**config.mk**
```make
export PLATFORM = sky130hd
export DESIGN_NAME = psum_ofifo
export DESIGN_NICKNAME = d
export VERILOG_FILES = /design/src/rtl/psum_ofifo.sv
export SDC_FILE = /design/constraint.sdc
export NUM_CORES = 2
export LEC_CHECK = 0
export CAP_MARGIN = 30
export CORE_MARGIN = 10
export CORE_UTILIZATION = 33
export DETAILED_ROUTE_END_ITERATION = 16
export PLACE_DENSITY_LB_ADDON = 0.2
export SLEW_MARGIN = 20
export SYNTH_ARGS = -nofsm -noshare
export SYNTH_HDL_FRONTEND = slang
export SYNTH_SLANG_ARGS = --single-unit
```
**constraint.sdc**
```tcl
create_clock -name clk -period 4.4 [get_ports clk]
set_input_delay 0.88 -clock clk [delete_from_list [all_inputs] [get_ports clk]]
set_output_delay 0.88 -clock clk [all_outputs]
set_load 0.005 [all_outputs]
```
**src/rtl/psum_ofifo.sv**
```systemverilog
// Output FIFO collecting per-column partial sums from the array and presenting
// complete rows to the SFU. Each lane fills independently; rows pop together.
module psum_ofifo #(
   parameter int unsigned psum_bw = 16,
   parameter int unsigned col     = 8,
   parameter int unsigned depth   = 16
) (
   input  logic                   clk,
   input  logic                   reset,
   input  logic [col-1:0]         wr,
   input  logic [psum_bw*col-1:0] in,
   input  logic                   rd,
   output logic [psum_bw*col-1:0] out,
   output logic                   o_valid,
   output logic                   o_full,
   output logic                   o_ready,
   output logic                   o_overflow
);

   localparam int unsigned AW = $clog2(depth);
   localparam int unsigned CW = AW + 1;
   localparam logic [CW-1:0] DEPTH_C = CW'(depth);

   logic [psum_bw-1:0] mem_q [col][depth];
   logic [AW-1:0]      wptr_q [col];
   logic [AW-1:0]      wptr_d [col];
   logic [CW-1:0]      cnt_q  [col];
   logic [CW-1:0]      cnt_d  [col];
   logic [AW-1:0]      rptr_q;
   logic [AW-1:0]      rptr_d;
   logic               ovf_q;
   logic               ovf_d;
   logic [col-1:0]     wr_ok_c;
   logic               pop_c;

   // Row-complete and any-lane-full status from current lane counts
   always_comb begin
      o_valid = 1'b1;
      o_full  = 1'b0;
      for (int unsigned g = 0; g < col; g++) begin
         if (cnt_q[g] == '0)     o_valid = 1'b0;
         if (cnt_q[g] == DEPTH_C) o_full = 1'b1;
      end
      o_ready = ~o_full;
      pop_c   = rd & o_valid;
   end

   // Per-lane write acceptance, pointer/count next state and overflow detection
   always_comb begin
      wr_ok_c = '0;
      rptr_d  = rptr_q + AW'(pop_c);
      ovf_d   = ovf_q;
      for (int unsigned g = 0; g < col; g++) begin
         // A full lane still accepts a write when the same edge frees a slot
         wr_ok_c[g] = wr[g] & ((cnt_q[g] != DEPTH_C) | pop_c);
         wptr_d[g]  = wptr_q[g] + AW'(wr_ok_c[g]);
         cnt_d[g]   = cnt_q[g] + CW'(wr_ok_c[g]) - CW'(pop_c);
         if (wr[g] && !wr_ok_c[g]) ovf_d = 1'b1;
      end
   end

   // First-word-fall-through row of lane heads, masked until the row is complete
   always_comb begin
      out = '0;
      for (int unsigned g = 0; g < col; g++) begin
         out[g*psum_bw +: psum_bw] = o_valid ? mem_q[g][rptr_q] : '0;
      end
   end

   // Pointer, count and sticky overflow registers
   always_ff @(posedge clk) begin
      if (reset) begin
         rptr_q <= '0;
         ovf_q  <= 1'b0;
         for (int unsigned g = 0; g < col; g++) begin
            wptr_q[g] <= '0;
            cnt_q[g]  <= '0;
         end
      end else begin
         rptr_q <= rptr_d;
         ovf_q  <= ovf_d;
         for (int unsigned g = 0; g < col; g++) begin
            wptr_q[g] <= wptr_d[g];
            cnt_q[g]  <= cnt_d[g];
         end
      end
   end

   // Storage array; content is hidden by the o_valid mask so it needs no reset
   always_ff @(posedge clk) begin
      for (int unsigned g = 0; g < col; g++) begin
         if (!reset && wr_ok_c[g]) begin
            mem_q[g][wptr_q[g]] <= in[g*psum_bw +: psum_bw];
         end
      end
   end

   assign o_overflow = ovf_q;

endmodule

```
# Word level (Yosys, flattened, before mapping)
# Memories as Yosys holds them, arrays and structs flattened.
# Index checks and enable logic that the tools add are counted.
op_classes:
  n_lt_le_gt_ge: 17
  n_eq_ne: 16
  n_reduce_logical: 42
  add_sub_neg: 25
  muxes: 107
  bitwise_logic: 43
op_table:
  columns: ["operator", "n"]
  rows:
  - ["2-to-1 mux 256 bit", 8]
  - ["binary-select mux 16 bit (select 4 bit)", 8]
  - ["demux 16 bit (select 4 bit)", 8]
  - ["2-to-1 mux 16 bit", 32]
  - [">= comparator 5 bit (second input constant)", 9]
  - ["NOT 4 -> 5 bit", 9]
  - ["adder 5 x 1 -> 5 bit", 8]
  - ["== test 5 bit (second input constant)", 8]
  - ["zero test 5 bit", 8]
  - ["less-than comparator 5 x 1 -> 1 bit (second input constant)", 8]
  - ["2-to-1 mux 5 bit", 8]
  - ["inequality test 5 bit (second input constant)", 8]
  - ["subtractor 5 x 1 -> 5 bit", 8]
  - ["adder 4 x 1 -> 4 bit", 9]
  - ["2-to-1 mux 1 bit", 35]
  - ["2-to-1 mux 4 bit", 8]
  - ["logical AND 1 bit", 24]
  - ["OR 1 bit", 24]
  - ["AND 1 bit", 9]
  - ["zero test 1 bit", 9]
  - ["nonzero test 8 bit", 1]
  - ["NOT 1 bit", 1]
word_totals:
  mem_bits_rw: 2120
  wordCells: 255
  mem_count: 3
  regBits: 5
  output_inout_bits: 132
mem_list:
  columns: ["name", "depth", "word_bits", "rd", "rd_ports_with_merged_regs", "wr", "line", "rtl"]
  rows:
  - ["mem_q", 8, 256, 8, 0, 8, "24", "logic [psum_bw-1:0] mem_q [col][depth];"]
  - ["cnt_q", 8, 5, 8, 0, 8, "27", "logic [CW-1:0] cnt_q [col];"]
  - ["wptr_q", 8, 4, 8, 0, 8, "25", "logic [AW-1:0] wptr_q [col];"]

# Logic depth before layout (Yosys ltp)
depth:
  depth_word: 22
  depth_mapped: 15
  depth_no_buf: 13

# Worst setup path before layout
# Ideal clock, no wire load.
synth_timing:
  path_kind: "register to register"
  from: "memory cnt_q[1][7] (netlist bit)"
  to: "memory mem_q[0][272] (netlist bit) (enable)"
  n_path_buf: 1
  path_stages_with_launch: 8
  arrival_time_ps: 3395
  setup_time_ps: 442
  slack_ps: 563
  period_less_slack_ps: 3837
  path_cell_list: "dfxtp_1 inv_1 ha_1 nor4b_1 nor4_4 nand4_2 buf_2 a2111oi_1"
synth_lines:
  columns: ["element", "line"]
  rows:
  - ["from (decl)", "27"]
  - ["to (decl)", "24"]

==> impl_metrics.tcl <==
set metrics [dict create \
    drtAntennaViolNets 0 \
    leakage_nw 30.2 \
    cts_tree "done" \
    final_cells 7963 \
    synth_compound_area_share_pct 4.26 \
    async_flop_share_pct 0 \
    cp_max_fo 35 \
    dp_hpwl_mm 116 \
    synth_adder_area_share_pct 1.06 \
    r2r_slack_ns 0.79 \
    core_area_um2 248000 \
    worst_pin_slew_ns 0.943 \
    drtIter0Drc 3198 \
    synth-xor-area-share_pct 0.457 \
    crit_path_end_kind "primary output" \
    fin_crit_sh_pct 95.6 \
    h-tree-depth 4 \
    grt.total_usage_pct 15.1 \
    min_period_ns 4.21 \
    grt_max_degree 72 \
    io_pins 271 \
    cts_buffers 228 \
    via_per_inst 5.09 \
    clockRootBuffer "clkbuf_16" \
    cp.required_ns 3.52 \
    slew_violations 0 \
    final_cell_area_um2 99300 \
    grt_first_pass_wirelength_mm 302 \
    holdWs_ns 0.411 \
    rows 183 \
    drt_first_pass_iters 5 \
    antenna_found_initial 27 \
    reg2reg_from "cnt_q[1][12]" \
    cap_violations 0 \
    crit_slowest_cell "clkdlybuf4s50_1" \
    powerDensity_nw_per_um2 484 \
    synth_edf_count 2048 \
    cp_num_buf_inv 4 \
    avgSynthCellArea_um2 21.1 \
    dp_cells 7516 \
    worst-setup-path-type "flip-flop to primary output" \
    holdPathEnd "cnt_q[0][11]" \
    peakVddDrop_v 0.000391 \
    dieWidth_um 520 \
    rr_worst_depth 16 \
    arrival_ns 3.33 \
    area_growth_pct 20.5 \
    whs_path_depth 2 \
    vias 40500 \
    syn_nets 4108 \
    setup-violations-final 0 \
    wl_mm 209 \
    die_height_um 520 \
    seq_area_frac_synth_pct 76.5 \
    yosys.area_share.simple_pct 2.29 \
    start_util_pct 33.2 \
    die-area_um2 270000 \
    nNetsFinal 4635 \
    wire_per_inst_um 26.2 \
    start_kind "flip-flop" \
    hold_path.class "input port to flip-flop" \
    r2r_end "cnt_q[1][9]" \
    status "finished, final reports clean" \
    relSlewSlack_pct 37.0 \
    worstHoldStart "reset" \
    clkSinkCount 2125 \
    max_stage_delay_ns 0.56 \
    ys_seq_elements 2125 \
    grt-ovfl-total 0 \
    drc_errors 0 \
    grt_pass1_vias 42600 \
    clockBufferDepth 3 \
    crit_chain "inv_1 > ha_1 > nor4b_2 > nor4_4 > buf_4 > nand3_4 > buf_12 > a21oi_1 > clkdlybuf4s50_1" \
    ys.warnings.count 0 \
    portBuffers 270 \
    gp_congestion 0.719 \
    clk_latency_ns 0.87 \
    synthMuxAreaShare_pct 14.0 \
    rsz0062_at_grt "yes" \
    yosysUniqueCellTypes 49 \
    place_area_um2 91300 \
    fmax_ghz 0.238 \
    layout-drive-gt1-share_pct 27.9 \
    syn_inst 3904 \
    dominantRegCellSynth "edfxtp_1" \
    finalClockSkew_ns 0.0719 \
    path_delay_family "buffers and inverters" \
    netlist_area_um2 82400 \
    synth_top_family_by_area "multiplexers" \
    clk_pin_slew_ns 0.06 \
    hold_viol_final 0 \
]
-- layout make-up --
class | instances | area, um2
well taps | 3330 | 4170
inverters | 42 | 158
fillers | 22100 | 149000
repair buffers | 530 | 5330
clock inverters | 150 | 1530
multi-input cells | 1504 | 19100
clock buffers | 275 | 5940
flip-flops and latches | 2125 | 63000
diodes | 7 | 17.5
-- cells in the mapped netlist, types with 2 or more instances --
library cell	instances	area, um2
edfxtp_1	2048	61500
mux4_2	512	11500
a22oi_1	259	1940
a21oi_1	228	1140
clkbuf_1	125	469
buf_2	85	425
nand2_1	84	315
dfxtp_1	77	1540
nor2_1	68	255
ha_1	57	713
nor2b_1	52	325
inv_1	41	154
nand3_1	31	155
xnor2_1	28	245
nor3b_1	24	180
buf_1	20	75.1
nor4_1	16	100
xor2_1	15	131
and3_1	11	68.8
nor3_1	11	55.1
a2111oi_1	10	100
nand4_1	9	56.3
or2_2	9	56.3
a21boi_1	8	60.1
a21o_1	8	60.1
fa_1	8	160
nor4bb_1	8	80.1
nor4b_1	7	61.3
a2111oi_2	6	90.1
nand2b_1	6	37.5
o21bai_1	6	45.0
buf_4	3	22.5
a31oi_1	2	12.5
a41oi_2	2	32.5
and3b_1	2	17.5
nor4b_2	2	30.0
o21ai_0	2	10.0
or2_1	2	12.5
or3_1	2	12.5
-- worst reg2reg max path, cell delays in order (launching register included) --
cell and delay [ns]:
dfxtp_1 0.34, inv_1 0.06, ha_1 0.22, nor4b_2 0.18, nor4_4 0.25, buf_4 0.17, buf_4 0.16, nand4_4 0.24
buf_4 0.31, a21boi_1 0.36, ha_1 0.25, inv_1 0.06, fa_1 0.41, nor2b_1 0.17, o21bai_1 0.11, a21oi_1 0.16
nor3b_1 0.06
-- how the worst max path moves through the flow --
stage	depth (start not counted)	from	to
floorplan	7	cnt_q[1][7]	mem_q[0][272]
detailed placement	8	cnt_q[1][7]	out[15]
CTS	9	cnt_q[1][2]	out[42]
global route	9	cnt_q[1][2]	out[122]
global placement	8	cnt_q[1][7]	out[15]
finish	9	cnt_q[1][12]	out[122]
-- layer usage --
layer | vias to the layer above | GRT usage (%) | part of all wire, % | routed length [um]
met5 | - | 0 | 0.060 | 126
met3 | 324 | 3.06 | 5.0 | 10400
li1 | 17500 | - | - | -
met1 | 21700 | 20.4 | 44 | 90900
met4 | 20 | 4.16 | 2.6 | 5350
met2 | 974 | 24.8 | 49 | 102000
-- cells by family after synthesis --
| group | after synthesis |
|---|---|
| buffers and inverters | 275 |
| AO/OA/AOI/OAI | 532 |
| XOR/XNOR | 43 |
| multiplexers | 514 |
| AND/OR/NAND/NOR | 350 |
| flip-flops | 2125 |
| adder cells (fa/ha/maj) | 65 |
-- flip-flops by register name, indices dropped and copies added (netlist names) --
name,flops
mem_q,2048
cnt_q,40
wptr_q,32
rptr_q,4
o_overflow,1
-- what timing repair did --
action                                  4_1_cts  5_1_grt
hold buffers                                  0        0
pin swaps                                     1        0
resized for setup                            25       22
endpoints found under the setup margin      129       76
gates cloned                                  1        2
buffers inserted                              6        5
-- layout by cell type (no fill, tap or decap), types with 8 or more instances in the layout --
cell | synthesis | routed
a2111oi_2 | 6 | 10
a21boi_1 | 8 | 8
a21o_1 | 8 | 8
a21oi_1 | 228 | 125
a21oi_2 | 0 | 100
a22oi_1 | 259 | 257
and3_1 | 11 | 11
buf_12 | 0 | 37
buf_4 | 3 | 212
bufinv_16 | 0 | 22
clkbuf_1 | 125 | 43
clkbuf_16 | 0 | 232
clkdlybuf4s50_1 | 0 | 268
clkinv_1 | 1 | 49
clkinv_2 | 0 | 46
clkinvlp_4 | 0 | 10
dfxtp_1 | 77 | 75
edfxtp_1 | 2048 | 2048
fa_1 | 8 | 8
ha_1 | 57 | 57
inv_1 | 41 | 41
mux4_2 | 512 | 512
nand2_1 | 84 | 84
nand3_1 | 31 | 30
nand4_1 | 9 | 9
nor2_1 | 68 | 58
nor2_2 | 0 | 9
nor2b_1 | 52 | 50
nor3_1 | 11 | 10
nor3b_1 | 24 | 20
nor4_2 | 0 | 14
or2_2 | 9 | 9
xnor2_1 | 28 | 28
xor2_1 | 15 | 15
-- power breakdown --
| part | switching, mW | internal (mW) | leakage (nW) |
|---|---|---|---|
| sequential | 0.359 | 22.7 | 19.1 |
| clock | 8.08 | 10.9 | 3.63 |
| combinational | 3.15 | 2.77 | 7.53 |
-- metrics by stage --
| stage | setup slack, ns | setup TNS, ns | power, mW | util [%] |
|---|---|---|---|---|
| final | 0.192 | 0 | 48.0 | 40.0 |
| after global routing | -0.0297 | -0.117 | 50.1 | 40.0 |
| after CTS | -0.0108 | -0.0208 | 48.7 | 39.9 |
| after detailed placement | 0.159 | 0 | 29.4 | 36.8 |
| after global placement | 0.179 | 0 | 29.3 | 36.8 |
| after floorplan | 0.563 | 0 | 26.8 | - |
Power figures use the tool's default switching activity.
